<file path="config.mk">
export PLATFORM = sky130hd
export DESIGN_NAME = amplitude_arbiter_flat
export DESIGN_NICKNAME = d
export VERILOG_FILES = /design/src/rtl/amplitude_arbiter_if.sv /design/src/rtl/amplitude_arbiter.sv /design/src/flat_wrapper.sv
export SDC_FILE = /design/constraint.sdc
export NUM_CORES = 1
export LEC_CHECK = 0
export CELL_PAD_IN_SITES_DETAIL_PLACEMENT = 2
export CELL_PAD_IN_SITES_GLOBAL_PLACEMENT = 2
export CORE_UTILIZATION = 22
export CTS_CLUSTER_DIAMETER = 120
export DETAILED_ROUTE_END_ITERATION = 16
export GPL_ROUTABILITY_DRIVEN = 0
export PLACE_DENSITY_LB_ADDON = 0.1
export SLEW_MARGIN = 5
export SYNTH_ARGS = -nofsm -noshare
export SYNTH_HDL_FRONTEND = slang
export SYNTH_SLANG_ARGS = --single-unit
</file>
<file path="constraint.sdc">
create_clock -name clk -period 7.6 [get_ports clk]
set_clock_uncertainty 0.05 [all_clocks]
set_input_delay 0.76 -clock clk [delete_from_list [all_inputs] [get_ports clk]]
set_output_delay 0.76 -clock clk [all_outputs]
set_load 0.05 [all_outputs]
</file>
<file path="src/rtl/amplitude_arbiter_if.sv">
// amplitude_arbiter_if
//   Bundles the request side, the engine side and the result side of the
//   amplitude arbiter into one interface.
//   slave  : the arbiter's view. It receives requests and the engine result.
//            It drives ready, the engine operands and the tagged result.
//   master : the environment's view. It drives requests and the engine result.
//            It observes ready, the engine operands and the tagged result.
//   Signals:
//     req_valid / req_ready         per-channel handshake, ch0 in bit 0
//     req_data_i / req_data_q       packed per-channel I/Q samples, ch0 in the LSBs
//     eng_data_i / eng_data_q       operands presented to the amplitude engine
//     eng_result                    engine amplitude output
//     out_valid / out_ch / out_data tagged result strobe
interface amplitude_arbiter_if #(
  parameter int NUM_CH    = 4,
  parameter int SIZE_DATA = 16
);
  localparam int CH_W = $clog2(NUM_CH);

  logic [NUM_CH-1:0]           req_valid;
  logic [NUM_CH-1:0]           req_ready;
  logic [NUM_CH*SIZE_DATA-1:0] req_data_i;
  logic [NUM_CH*SIZE_DATA-1:0] req_data_q;
  logic [SIZE_DATA-1:0]        eng_data_i;
  logic [SIZE_DATA-1:0]        eng_data_q;
  logic [SIZE_DATA-1:0]        eng_result;
  logic                        out_valid;
  logic [CH_W-1:0]             out_ch;
  logic [SIZE_DATA-1:0]        out_data;

  modport slave (
    input  req_valid, req_data_i, req_data_q, eng_result,
    output req_ready, eng_data_i, eng_data_q, out_valid, out_ch, out_data
  );

  modport master (
    output req_valid, req_data_i, req_data_q, eng_result,
    input  req_ready, eng_data_i, eng_data_q, out_valid, out_ch, out_data
  );
endinterface

</file>
<file path="src/rtl/amplitude_arbiter.sv">
// amplitude_arbiter
//   Time-shares one fixed-latency amplitude engine among NUM_CH I/Q
//   requesters. Grants are round-robin, and at most one sample is issued per
//   cycle. A {valid, ch} tag travels alongside the sample through a delay line
//   matched to the engine latency. Each engine result is then reported with
//   its channel id.
//   Ports:
//     clk        clock, all logic on posedge
//     reset      synchronous, active-high
//     enable     1 = grants allowed; 0 = no new grants, in-flight samples drain
//     bus        amplitude_arbiter_if.slave (request / engine / result signals)
//     idle       1 when no sample is in flight and out_valid is low
//     grant_cnt  per-channel saturating grant counters, CNT_W bits each,
//                present only when the macro AMP_ARB_STATS_EN is defined
//   Optional feature macro: AMP_ARB_STATS_EN
module amplitude_arbiter #(
  parameter int NUM_CH      = 4,
  parameter int SIZE_DATA   = 16,
  parameter int ENG_LATENCY = 6,
  parameter int CNT_W       = 16
) (
  input  logic                      clk,
  input  logic                      reset,
  input  logic                      enable,
  amplitude_arbiter_if.slave        bus,
  output logic                      idle
`ifdef AMP_ARB_STATS_EN
  ,
  output logic [NUM_CH*CNT_W-1:0]   grant_cnt
`endif
);
  localparam int              CH_W     = $clog2(NUM_CH);
  localparam logic [CH_W:0]   NUM_CH_W = NUM_CH[CH_W:0];
  localparam logic [CH_W-1:0] LAST_CH  = CH_W'(NUM_CH - 1);

  if (NUM_CH < 2 || NUM_CH > 16 || ENG_LATENCY < 1 || CNT_W < 1) begin : g_bad_params
    $error("amplitude_arbiter: parameter out of range");
  end

  logic [CH_W-1:0]      ptr_r;
  logic [NUM_CH-1:0]    pick_s;
  logic [CH_W-1:0]      pick_ch_s;
  logic                 pick_any_s;
  logic [CH_W:0]        idx_s;
  logic [NUM_CH-1:0]    grant_s;
  logic                 transfer_s;
  logic                 busy_next_s;

  logic [SIZE_DATA-1:0] eng_i_r;
  logic [SIZE_DATA-1:0] eng_q_r;
  // The issue tag sits beside the engine operand registers. The tag line
  // behind it then spans exactly the engine latency. As a result, the last
  // tag stage and the matching eng_result appear in the same cycle.
  logic                 iss_vld_r;
  logic [CH_W-1:0]      iss_ch_r;
  logic                 tag_vld_r [ENG_LATENCY];
  logic [CH_W-1:0]      tag_ch_r  [ENG_LATENCY];

  logic                 out_valid_r;
  logic [CH_W-1:0]      out_ch_r;
  logic [SIZE_DATA-1:0] out_data_r;
  logic                 idle_r;

  // Rotating-priority search: first valid channel at or above the pointer, wrapping.
  always_comb begin
    pick_s     = '0;
    pick_ch_s  = '0;
    pick_any_s = 1'b0;
    idx_s      = '0;
    for (int i = 0; i < NUM_CH; i++) begin
      idx_s = {1'b0, ptr_r} + i[CH_W:0];
      if (idx_s >= NUM_CH_W) begin
        idx_s = idx_s - NUM_CH_W;
      end else begin
        idx_s = idx_s;
      end
      if (!pick_any_s && bus.req_valid[idx_s[CH_W-1:0]]) begin
        pick_any_s                = 1'b1;
        pick_ch_s                 = idx_s[CH_W-1:0];
        pick_s[idx_s[CH_W-1:0]]   = 1'b1;
      end else begin
        pick_any_s = pick_any_s;
      end
    end
  end

  // Grants are suppressed while disabled or in reset; a pick is only a transfer when granted.
  always_comb begin
    if (enable && !reset && pick_any_s) begin
      grant_s    = pick_s;
      transfer_s = 1'b1;
    end else begin
      grant_s    = '0;
      transfer_s = 1'b0;
    end
  end

  // Anything that will still be in flight or reporting after the next edge.
  always_comb begin
    busy_next_s = transfer_s | iss_vld_r;
    for (int s = 0; s < ENG_LATENCY; s++) begin
      busy_next_s = busy_next_s | tag_vld_r[s];
    end
  end

  // Pointer, engine operands, tag line, result capture and idle flag.
  always_ff @(posedge clk) begin
    if (reset) begin
      ptr_r       <= '0;
      eng_i_r     <= '0;
      eng_q_r     <= '0;
      iss_vld_r   <= 1'b0;
      iss_ch_r    <= '0;
      for (int s = 0; s < ENG_LATENCY; s++) begin
        tag_vld_r[s] <= 1'b0;
        tag_ch_r[s]  <= '0;
      end
      out_valid_r <= 1'b0;
      out_ch_r    <= '0;
      out_data_r  <= '0;
      idle_r      <= 1'b1;
    end else begin
      if (transfer_s) begin
        ptr_r   <= (pick_ch_s == LAST_CH) ? {CH_W{1'b0}} : pick_ch_s + 1'b1;
        eng_i_r <= bus.req_data_i[pick_ch_s*SIZE_DATA +: SIZE_DATA];
        eng_q_r <= bus.req_data_q[pick_ch_s*SIZE_DATA +: SIZE_DATA];
      end else begin
        // Idle issue slots feed the engine zeros.
        ptr_r   <= ptr_r;
        eng_i_r <= '0;
        eng_q_r <= '0;
      end
      iss_vld_r    <= transfer_s;
      iss_ch_r     <= pick_ch_s;
      tag_vld_r[0] <= iss_vld_r;
      tag_ch_r[0]  <= iss_ch_r;
      for (int s = 1; s < ENG_LATENCY; s++) begin
        tag_vld_r[s] <= tag_vld_r[s-1];
        tag_ch_r[s]  <= tag_ch_r[s-1];
      end
      if (tag_vld_r[ENG_LATENCY-1]) begin
        out_valid_r <= 1'b1;
        out_ch_r    <= tag_ch_r[ENG_LATENCY-1];
        out_data_r  <= bus.eng_result;
      end else begin
        out_valid_r <= 1'b0;
        out_ch_r    <= out_ch_r;
        out_data_r  <= out_data_r;
      end
      idle_r <= ~busy_next_s;
    end
  end

  assign bus.req_ready  = grant_s;
  assign bus.eng_data_i = eng_i_r;
  assign bus.eng_data_q = eng_q_r;
  assign bus.out_valid  = out_valid_r;
  assign bus.out_ch     = out_ch_r;
  assign bus.out_data   = out_data_r;
  assign idle           = idle_r;

`ifdef AMP_ARB_STATS_EN
  logic [CNT_W-1:0] cnt_r [NUM_CH];

  // Per-channel grant counters that stick at all-ones; cleared only by reset.
  always_ff @(posedge clk) begin
    if (reset) begin
      for (int k = 0; k < NUM_CH; k++) begin
        cnt_r[k] <= '0;
      end
    end else begin
      for (int k = 0; k < NUM_CH; k++) begin
        if (grant_s[k] && (cnt_r[k] != {CNT_W{1'b1}})) begin
          cnt_r[k] <= cnt_r[k] + 1'b1;
        end else begin
          cnt_r[k] <= cnt_r[k];
        end
      end
    end
  end

  for (genvar k = 0; k < NUM_CH; k++) begin : g_cnt_out
    assign grant_cnt[k*CNT_W +: CNT_W] = cnt_r[k];
  end
`endif
endmodule

</file>
<file path="src/flat_wrapper.sv">
// flat-port wrapper written by rule: the top's interface ports become plain ports
module amplitude_arbiter_flat 
#(
  parameter int NUM_CH      = 4,
  parameter int SIZE_DATA   = 16,
  parameter int ENG_LATENCY = 6,
  parameter int CNT_W       = 16
)
  (clk, reset, enable, idle, bus_req_valid, bus_req_data_i, bus_req_data_q, bus_eng_result, bus_req_ready, bus_eng_data_i, bus_eng_data_q, bus_out_valid, bus_out_ch, bus_out_data);
  amplitude_arbiter_if #(.NUM_CH(NUM_CH), .SIZE_DATA(SIZE_DATA)) bus_i ();
  input  logic clk;
  input  logic reset;
  input  logic enable;
  output logic idle;
  input wire logic [$bits(bus_i.req_valid)-1:0] bus_req_valid;
  input wire logic [$bits(bus_i.req_data_i)-1:0] bus_req_data_i;
  input wire logic [$bits(bus_i.req_data_q)-1:0] bus_req_data_q;
  input wire logic [$bits(bus_i.eng_result)-1:0] bus_eng_result;
  output wire logic [$bits(bus_i.req_ready)-1:0] bus_req_ready;
  output wire logic [$bits(bus_i.eng_data_i)-1:0] bus_eng_data_i;
  output wire logic [$bits(bus_i.eng_data_q)-1:0] bus_eng_data_q;
  output wire logic [$bits(bus_i.out_valid)-1:0] bus_out_valid;
  output wire logic [$bits(bus_i.out_ch)-1:0] bus_out_ch;
  output wire logic [$bits(bus_i.out_data)-1:0] bus_out_data;
  assign bus_i.req_valid = bus_req_valid;
  assign bus_i.req_data_i = bus_req_data_i;
  assign bus_i.req_data_q = bus_req_data_q;
  assign bus_i.eng_result = bus_eng_result;
  assign bus_req_ready = bus_i.req_ready;
  assign bus_eng_data_i = bus_i.eng_data_i;
  assign bus_eng_data_q = bus_i.eng_data_q;
  assign bus_out_valid = bus_i.out_valid;
  assign bus_out_ch = bus_i.out_ch;
  assign bus_out_data = bus_i.out_data;
  amplitude_arbiter #(.NUM_CH(NUM_CH), .SIZE_DATA(SIZE_DATA), .ENG_LATENCY(ENG_LATENCY), .CNT_W(CNT_W)) u_core (.clk(clk), .reset(reset), .enable(enable), .bus(bus_i), .idle(idle));
endmodule
</file>
==> results of run 1 <==
sequential cells by signal (all words and copies together) (netlist names), 2 cells and up:
register and flops:
u_core.tag_ch_r 12, u_core.ptr_r 2, u_core.bus.eng_data_q 16, u_core.tag_vld_r 6, u_core.bus.eng_data_i 16, u_core.bus.out_ch 2, u_core.bus.out_data 16, u_core.iss_ch_r 2
routing by layer:
| metal | vias to the layer above | global-route usage | wire [um] |
|---|---|---|---|
| met5 | - | 0 | 0 |
| met4 | 0 | 0.0716 | 275 |
| met3 | 21 | 0.0782 | 1330 |
| met2 | 149 | 0.284 | 6290 |
| met1 | 1517 | 0.159 | 4500 |
| li1 | 1533 | - | - |
Yosys cell counts, drive strengths merged:
cell type / n
nor4: 1
a222oi: 1
nand2b: 3
nand3: 1
o21ai: 2
mux2i: 84
a221oi: 4
a211o: 1
nor3: 2
nand2: 6
dfxtp: 75
clkbuf: 6
clkinv: 1
or3: 1
buf: 16
a31o: 1
and2: 1
nand3b: 1
mux4: 4
a21o: 2
nor2b: 22
nor2: 29
a22oi: 4
inv: 4
o22ai: 32
a21oi: 4
ha: 9
cell families (layout without fill, tap and decap cells):
family | after synthesis | after routing
muxes | 88 | 88
DFF | 75 | 75
and+or+nand+nor | 67 | 67
AOI/OAI and AO/OA | 51 | 51
buffers and inverters | 27 | 228
adders and majority gates | 9 | 9
through the flow:
stage               setup WS (ns)  cells  total power, W  instance area (um2)  utilization
floorplan                    4.17    317         0.00117                 3380            -
global placement             3.43    687         0.00143                 5570        0.378
detailed placement           3.31    687         0.00145                 5570        0.378
CTS                          2.96    702         0.00192                 5880        0.399
global route                 2.75    702         0.00200                 5880        0.399
finish                       2.99    702         0.00188                 5880        0.399
final cells by class:
type	count	area, um2	area share
clock inverters	5	78.8	0.0134
multi-input cells	215	1750	0.297
well taps	184	230	0.0391
clock buffers	10	229	0.0389
flip-flops and latches	75	1500	0.255
inverters	5	18.8	0.00319
repair buffers	208	2080	0.353
placed cells by master, fill, tap and decap left out, types with 2 or more instances in the layout:
cell type,Yosys,layout
o22ai_1,32,32
dfxtp_1,75,75
inv_1,2,2
clkbuf_16,0,9
nand2_2,2,2
bufinv_16,0,2
clkinv_2,0,2
nor2_1,29,29
ha_1,9,9
nor2b_1,21,21
a21oi_1,4,4
inv_2,2,2
buf_4,4,2
a21o_1,2,2
nand2_1,4,4
a22oi_1,4,4
nand2b_1,3,3
mux2i_1,84,84
mux4_2,4,4
clkdlybuf4s50_1,0,206
a221oi_1,4,4
power groups by stage:
stage / clock network, W / logic (W) / registers, W
floorplan: 0 / 0.000521 / 0.000651
global placement: 0 / 0.000941 / 0.000493
detailed placement: 0 / 0.000958 / 0.000497
CTS: 0.000467 / 0.000962 / 0.000489
global route: 0.000483 / 0.00102 / 0.000495
finish: 0.000449 / 0.000947 / 0.000488
final timing paths:
check / from / to / slack, ns / cells after the start
worst max-delay path: u_core.ptr_r[0] / bus_req_ready[0] / 2.99 / 8
worst min-delay path: u_core.tag_ch_r[1][0] / u_core.tag_ch_r[2][0] / 0.39 / 1
worst max register to register: u_core.ptr_r[0] / u_core.ptr_r[1] / 3.77 / 10
worst min register to register: u_core.tag_ch_r[1][0] / u_core.tag_ch_r[2][0] / 0.39 / 1
==> results.md, run 1 <==
- Largest family of logic cells by synthesized area: multiplexers
- Worst-path maximum fanout: 15
- RSZ-0062 raised after global routing: false
- Post-DR wirelength/cell: 17.7 um
- CP cell instances: inv_1 > ha_1 > mux4_2 > nor3_2 > and2_1 > a221oi_1 > nor2_1 > clkdlybuf4s50_1
- Share of cells above drive strength 1: 0.0579
- Yosys warnings: 0
- Critical Path Sink Type: output port
- Diode count: 0
- Max frequency: 217 MHz
- Clk sink count: 75
- Slew HR: 0.255
- Internal cell power: 0.00115 W
- Largest net degree at the start of global routing: 68
- CTS tree: done
- CP delay by family, top: buffers and inverters
- CTS Buf Count: 9
- Synth Area in XOR/XNOR: 0
- DRC violations left: 0
- Critical Path AT: 3.80 ns
- I/O Buffers: 206
- Worst skew pair latency: 0.34 ns
- Setup crit start kind: flop
- Routed Wire Length: 12400 um
- Global-route wire length before repair: 19100 um
- WHS: 0.387 ns
- IO Count: 207
- Yosys reg bits: 75
- Resize count post-CTS: 0
- WP buf/inv: 2
- Critical path's largest stage delay: 0.81 ns
- Routed Antenna Nets: 0
- Max cap viols: 0
- Via density per instance: 4.59
- Die Wd: 126 um
- GRT Util Overall: 0.161
- Max VDD drop: 0.000214 V
- Clock share of power: 0.238
- DP Wirelength: 9530 um
- GR Overflow Total: 0
- Switching share of power: 0.387
- Area of the core: 0.0148 mm2
- Row count: 44
- Clk slew on worst S/H paths: 0.06 ns
- Setup TNS: 0 ns
- Worst endpoint required time: 6.79 ns
- Tightest Hold Check Type: flop to flop
- Final setup viols: 0
- Mapped Area: 0.00338 mm2
- Area share of the largest cell type after synthesis: 0.444
- Leakage: 2.22 nW
- Syn_nets: 477
- # fillers: 1618
- Die Area: 0.0159 mm2
- Outcome: finished, final reports clean
- Mean post-synth cell area: 10.7 um2
- Psw: 0.000729 W
- Worst path slowest cell: clkdlybuf4s50_1
- Clock buffer depth: 2
- Area delta synth->final: 73.8%
- Vias in the first global route: 3562
- Setup bufs post-CTS: 0
- Adder-Cell Fraction of Synth Area: 0.0333
- Gate count of the mapped netlist: 317
- Register area share after synthesis: 0.444
- Synth cell types: 33
- Path type of the worst setup path: flop to output port
- Hold Fails Final Rpt: 0
- Logic pwr share: 0.503
- Mux share of post-synthesis cell area: 0.275
- Via count: 3220
- Compound-gate portion of the synthesized area: 0.102
- First-pass DRT Iterations: 4
- Simple-gate share of the synthesized area: 0.104
- Cell accounting for the most synthesized area: dfxtp_1
- Nets: 674
- Sequential Power Share: 0.259
- DRT iter0 DRCs: 175
- Worst Tran Pin Value: 1.12 ns
- Tmin final: 4.61 ns
- Top cells by area, synth: dfxtp_1 (44%), mux2i_1 (25%), o22ai_1 (5.9%)
- Clock Tree Root: clkbuf_16
- Crit share post-route: 0.606
- CTS Hold Bufs: 0
- Initial antenna violation count: 0
- Chip height: 126 um
- Fin. max-slew vios: 0
- H-tree levels: 3
- Initial Util: 0.229
- Pwr Density: 320 mW/mm2
Power figures use the tool's default switching activity.
==> run 2, diff against run 1 <==
--- a/config.mk
+++ b/config.mk
@@ -7,7 +7,7 @@
 export LEC_CHECK = 0
 export CELL_PAD_IN_SITES_DETAIL_PLACEMENT = 2
 export CELL_PAD_IN_SITES_GLOBAL_PLACEMENT = 2
-export CORE_UTILIZATION = 22
+export CORE_UTILIZATION = 21
 export CTS_CLUSTER_DIAMETER = 120
 export DETAILED_ROUTE_END_ITERATION = 16
 export GPL_ROUTABILITY_DRIVEN = 0
==> constraint.sdc (replaced) <==
create_clock -name clk -period 4.7 [get_ports clk]
set_clock_uncertainty 0.05 [all_clocks]
set_input_delay 0.47 -clock clk [delete_from_list [all_inputs] [get_ports clk]]
set_output_delay 0.47 -clock clk [all_outputs]
set_load 0.05 [all_outputs]
==> run 2 against run 1 <==
Non-clock buffer count unchanged. Sequential power increased by 61%. Routed wire length decreased by 2.7%. Hold slack improved by 0.0032 ns. Final cell count increased by 4.7%. Clock power increased by 58%.
==> results.md, run 2 (synthesis results as in run 1) <==
- I/O Buffers: 206
- Worst reg2reg endpoint: u_core.bus.eng_data_i[1]
- Global-route wire length before repair: 18300 um
- Most frequent cells in the layout: clkdlybuf4s50_1 (206), mux2i_1 (84), dfxtp_1 (75)
- Critical Path Sink Type: output port
- DP Wirelength: 9180 um
- Post-DR wirelength/cell: 16.4 um
- Power, Total: 0.00303 W
- Worst Hold Path Cells: 1
- First-pass DRT Iterations: 4
- Commonest non-fill, non-tap cell in the layout: clkdlybuf4s50_1
- Worst-path maximum fanout: 15
- Clock buffer depth: 2
- Die Wd: 129 um
- Area of the core: 0.0158 mm2
- DRT iter0 DRCs: 75
- Post-Place Worst Slack: 0.721 ns
- Row count: 46
- CTS tree: done
- Fin. max-slew vios: 0
- Clk sink count: 75
- WP buf/inv: 2
- GRT Util Overall: 0.148
- H-tree levels: 3
- Setup bufs post-CTS: 0
- CP delay by family, top: buffers and inverters
- Worst endpoint required time: 4.18 ns
- Initial antenna violation count: 1
- Hold Fails Final Rpt: 0
- Pwr Density: 511 mW/mm2
- Critical path's largest stage delay: 0.81 ns
- Setup TNS: 0 ns
- Max cap viols: 0
- Setup crit start kind: flop
- Initial Util: 0.214
- Share of cells above drive strength 1: 0.0597
- Max frequency: 231 MHz
- IO Count: 207
- Leakage: 2.22 nW
- Routed Antenna Nets: 0
- Outcome: finished, final reports clean
- CTS Buf Count: 9
- Worst Hold Launch: u_core.tag_ch_r[2][1]
- Path type of the worst setup path: flop to output port
- Via density per instance: 4.39
- Slew HR: 0.247
- Clk slew on worst S/H paths: 0.06 ns
- Crit share post-route: 0.920
- Tightest Hold Check Type: flop to flop
- GR Overflow Total: 0
- Setup ws final: 0.375 ns
- Chip height: 129 um
- Resize count post-CTS: 0
- Routed Wire Length: 12100 um
- Vias in the first global route: 3468
- Clock Tree Root: clkbuf_16
- Hold EP: u_core.tag_ch_r[3][1]
- Reg2reg start: u_core.ptr_r[0]
- Final setup viols: 0
- Worst Reg-to-Reg Cells: 9
- CP cell instances: inv_1 > ha_1 > mux4_2 > nor3_2 > and2_1 > a221oi_1 > nor2_1 > clkdlybuf4s50_1
- Worst Tran Pin Value: 1.13 ns
- RSZ-0062 raised after global routing: false
- Diode count: 0
- DRC violations left: 0
- Worst skew pair latency: 0.34 ns
- Reg2reg setup slack: 1.15 ns
- Nets: 674
- Critical Path AT: 3.80 ns
- Via count: 3223
- Max VDD drop: 0.000269 V
- Worst path slowest cell: clkdlybuf4s50_1
- Area delta synth->final: 75.2%
- Tmin final: 4.32 ns
- CTS Hold Bufs: 0
- Largest net degree at the start of global routing: 65
- Die Area: 0.0166 mm2
## run 2: changes by cell type in the layout (fill, tap and decap cells not counted)
cell / previous run / this run
clkinv_2: 2 / 0
buf_12: 0 / 1
clkinv_4: 1 / 4
buf_4: 2 / 1
bufinv_16: 2 / 1
inv_6: 0 / 1
## run 2: worst max-delay path by stage
stage                         start          endpoint  slack (ns)  cells after the start
finish              u_core.ptr_r[0]  bus_req_ready[1]        0.38                      8
global route        u_core.ptr_r[0]  bus_req_ready[2]        0.11                      8
CTS                 u_core.ptr_r[0]  bus_req_ready[1]        0.35                      8
detailed placement  u_core.ptr_r[0]  bus_req_ready[1]        0.72                      8
global placement    u_core.ptr_r[0]  bus_req_ready[0]        0.88                      8
floorplan           u_core.ptr_r[0]  bus_req_ready[0]        1.56                      8
## run 2: worst register-to-register path, stage by stage (launching register included)
cell	delay [ns]
dfxtp_1	0.76
inv_1	0.26
ha_1	0.45
mux4_2	0.45
nor3_2	0.27
nand2b_1	0.14
nand3b_2	0.17
inv_2	0.09
nand2_2	0.54
o22ai_1	0.22
## run 2: routing by layer
layer | wire length, um | global-route usage | up-vias
met1 | 4610 | 0.151 | 1521
met2 | 5670 | 0.249 | 146
met4 | 179 | 0.0581 | 2
met3 | 1600 | 0.0857 | 14
met5 | 10 | 0 | -
li1 | - | - | 1540
## run 2: metrics by stage
step / std cells / hold slack, ns / cell area [um2] / util
finish: 735 / 0.390 / 5930 / 0.375
global route: 735 / 0.411 / 5930 / 0.375
CTS: 735 / 0.399 / 5930 / 0.375
detailed placement: 719 / 0.378 / 5630 / 0.355
global placement: 719 / 0.368 / 5630 / 0.355
floorplan: 317 / 0.364 / 3380 / -
## run 2: area by class of cell
type | instances | area (um2)
Clock buffer | 10 | 229
Fill cell | 1695 | 9900
Clock inverter | 6 | 73.8
Sequential cell | 75 | 1500
Multi-Input combinational cell | 215 | 1750
Inverter | 5 | 18.8
Timing Repair Buffer | 208 | 2090
Tap cell | 216 | 270
## run 2: power by group
group | internal (W) | switching [W] | total, W
registers | 0.000736 | 0.0000518 | 0.000788
logic | 0.000668 | 0.000867 | 0.00153
clock network | 0.000417 | 0.000291 | 0.000708
total | 0.00182 | 0.00121 | 0.00303
==> edit, RTL diff (settings of run 2) <==
`ENG_LATENCY` is set to 6 in 2 places; all go to 12.
--- a/src/rtl/amplitude_arbiter.sv
+++ b/src/rtl/amplitude_arbiter.sv
@@ -18,3 +18,3 @@
   parameter int SIZE_DATA   = 16,
-  parameter int ENG_LATENCY = 6,
+  parameter int ENG_LATENCY = 12,
   parameter int CNT_W       = 16
--- a/src/flat_wrapper.sv
+++ b/src/flat_wrapper.sv
@@ -5,3 +5,3 @@
   parameter int SIZE_DATA   = 16,
-  parameter int ENG_LATENCY = 6,
+  parameter int ENG_LATENCY = 12,
   parameter int CNT_W       = 16
Formal check against the unedited RTL: not equivalent (a bounded check fails within 10 cycles, from zero or initial values and one cycle with reset high).
==> edit against run 2 <==
Largest cell class is now multi-input gates. Critical endpoint unchanged. Worst setup slack improved by 0.52 ns. Combinational power increased by 38%. Power increased by 24%. Critical path depth unchanged. Utilization decreased by 4.6 points. Area after synthesis increased by 44%. Sequential cell count increased by 18. Largest power group unchanged. Routed wire length increased by 66%. Design area increased by 26%.
==> edit: results (changes against run 2) <==
Global route
  • Vias in the first global route: 5673 (+64%)
  • First-pass GRT wire length: 31100 µm (+70%)
  • Largest net degree at the start of global routing: 70 (+7.7%)
  • Initial antenna violation count: 0 (-1)
  • Total GRT Usage: 0.169 (+0.0208)

Hold path
  • Hold Path Origin: u_core.tag_ch_r[0][0]$_SDFF_PP0_
  • Hold EP: u_core.tag_ch_r[1][0]$_SDFF_PP0_

Routing
  • Initial drt markers: 116 (+55%)
  • Post-DR wirelength/cell: 20.3 µm (+23%)
  • Vias per inst: 5.06 (+15%)

Worst setup path
  • R2r endpoint: u_core.ptr_r[1]$_SDFFE_PP0P_
  • Reg-to-Reg Start: u_core.ptr_r[1]$_SDFFE_PP0P_
  • R2R setup slack: 1.02 ns (-0.13 ns)
  • R2R cell count: 11 (+2)
  • Crit path max-delay family: compound AO/OA/AOI/OAI gates
  • Arrival @ worst endpoint: 3.28 ns (-0.52 ns)
  • Crit-path max FO: 11 (-4)
  • Crit path largest cell delay: 0.61 ns (-0.20 ns)
  • Critical Path End: bus_req_ready[1]
  • Crit-path slowest cell: dfxtp_1

Pwr
  • Worst IR Drop VDD: 0.000223 V (-17%)
  • Total leakage power: 2.53 nW (+14%)
  • Clock power share: 0.195 (-0.039)
  • Seq pwr share: 0.244 (-0.016)
  • Psw: 0.00175 W (+44%)

Cells and area
  • Share of layout cells above drive strength 1: 0.0708 (+0.0111)
  • Final nets: 861 (+28%)
  • Fraction of area in multi-input gates: 0.364 (+0.0693)
  • Clock network area share: 0.0393 (-0.0118)
  • Filler cells: 2494 (+47%)
  • Multi-input gates: 373 (+73%)
  • Count of non-CTS buffers in the layout: 219 (+5.3%)
  • Seq area share: 0.250 (-0.00359)
  • Data buffer area share: 0.296 (-0.0565)

Place
  • Pre-CTS WS: 0.979 ns (+0.258 ns)
  • Dpl hpwl: 14100 µm (+54%)

Synth
  • Syn nets: 694 (+45%)
  • Post-synth top cells: 93 x dfxtp_1, 39 x nor2b_1, 38 x clkbuf_1
  • Synth top area cells: dfxtp_1 38%, a311oi_1 5.7%, o221ai_1 5.7%
  • Count of cell types in the netlist: 46 (+39%)
  • #FFs+latches synth: 93 (+24%)
  • Seq/Total Area, Yosys: 0.381 (-0.0629)

Timing
  • Clock period minus worst slack: 3.80 ns (-0.523 ns)
  • Worst slew margin: 0.270 (+0.0235)

Clock network
  • TritonCTS Buffers: 9 (unchanged)

Status
  • Status: completed
## edit: stage by stage
step / power (W) / instances / instance area (µm²) / hold WS, ns
finish: 0.00376 / 991 / 7460 / 0.393
global route: 0.00401 / 991 / 7460 / 0.405
CTS: 0.00384 / 991 / 7460 / 0.396
detailed placement: 0.00307 / 975 / 7170 / 0.378
global placement: 0.00302 / 975 / 7170 / 0.370
floorplan: 0.00238 / 534 / 4890 / 0.364
## edit: layer usage
metal	GRT usage	wire length (µm)
met1	0.183	8140
met2	0.306	10200
met3	0.0558	1270
met4	0.0570	452
met5	0	0
## edit: cell families (layout without fill, tap and decap cells)
family | count (synthesis) | count (layout) | synth area share
adders and majority gates | 9 | 9 | 0.0230
AOI/OAI and AO/OA | 216 | 216 | 0.331
and+or+nand+nor | 121 | 121 | 0.133
DFF | 93 | 93 | 0.381
buffers and inverters | 68 | 240 | 0.0714
muxes | 27 | 27 | 0.0609
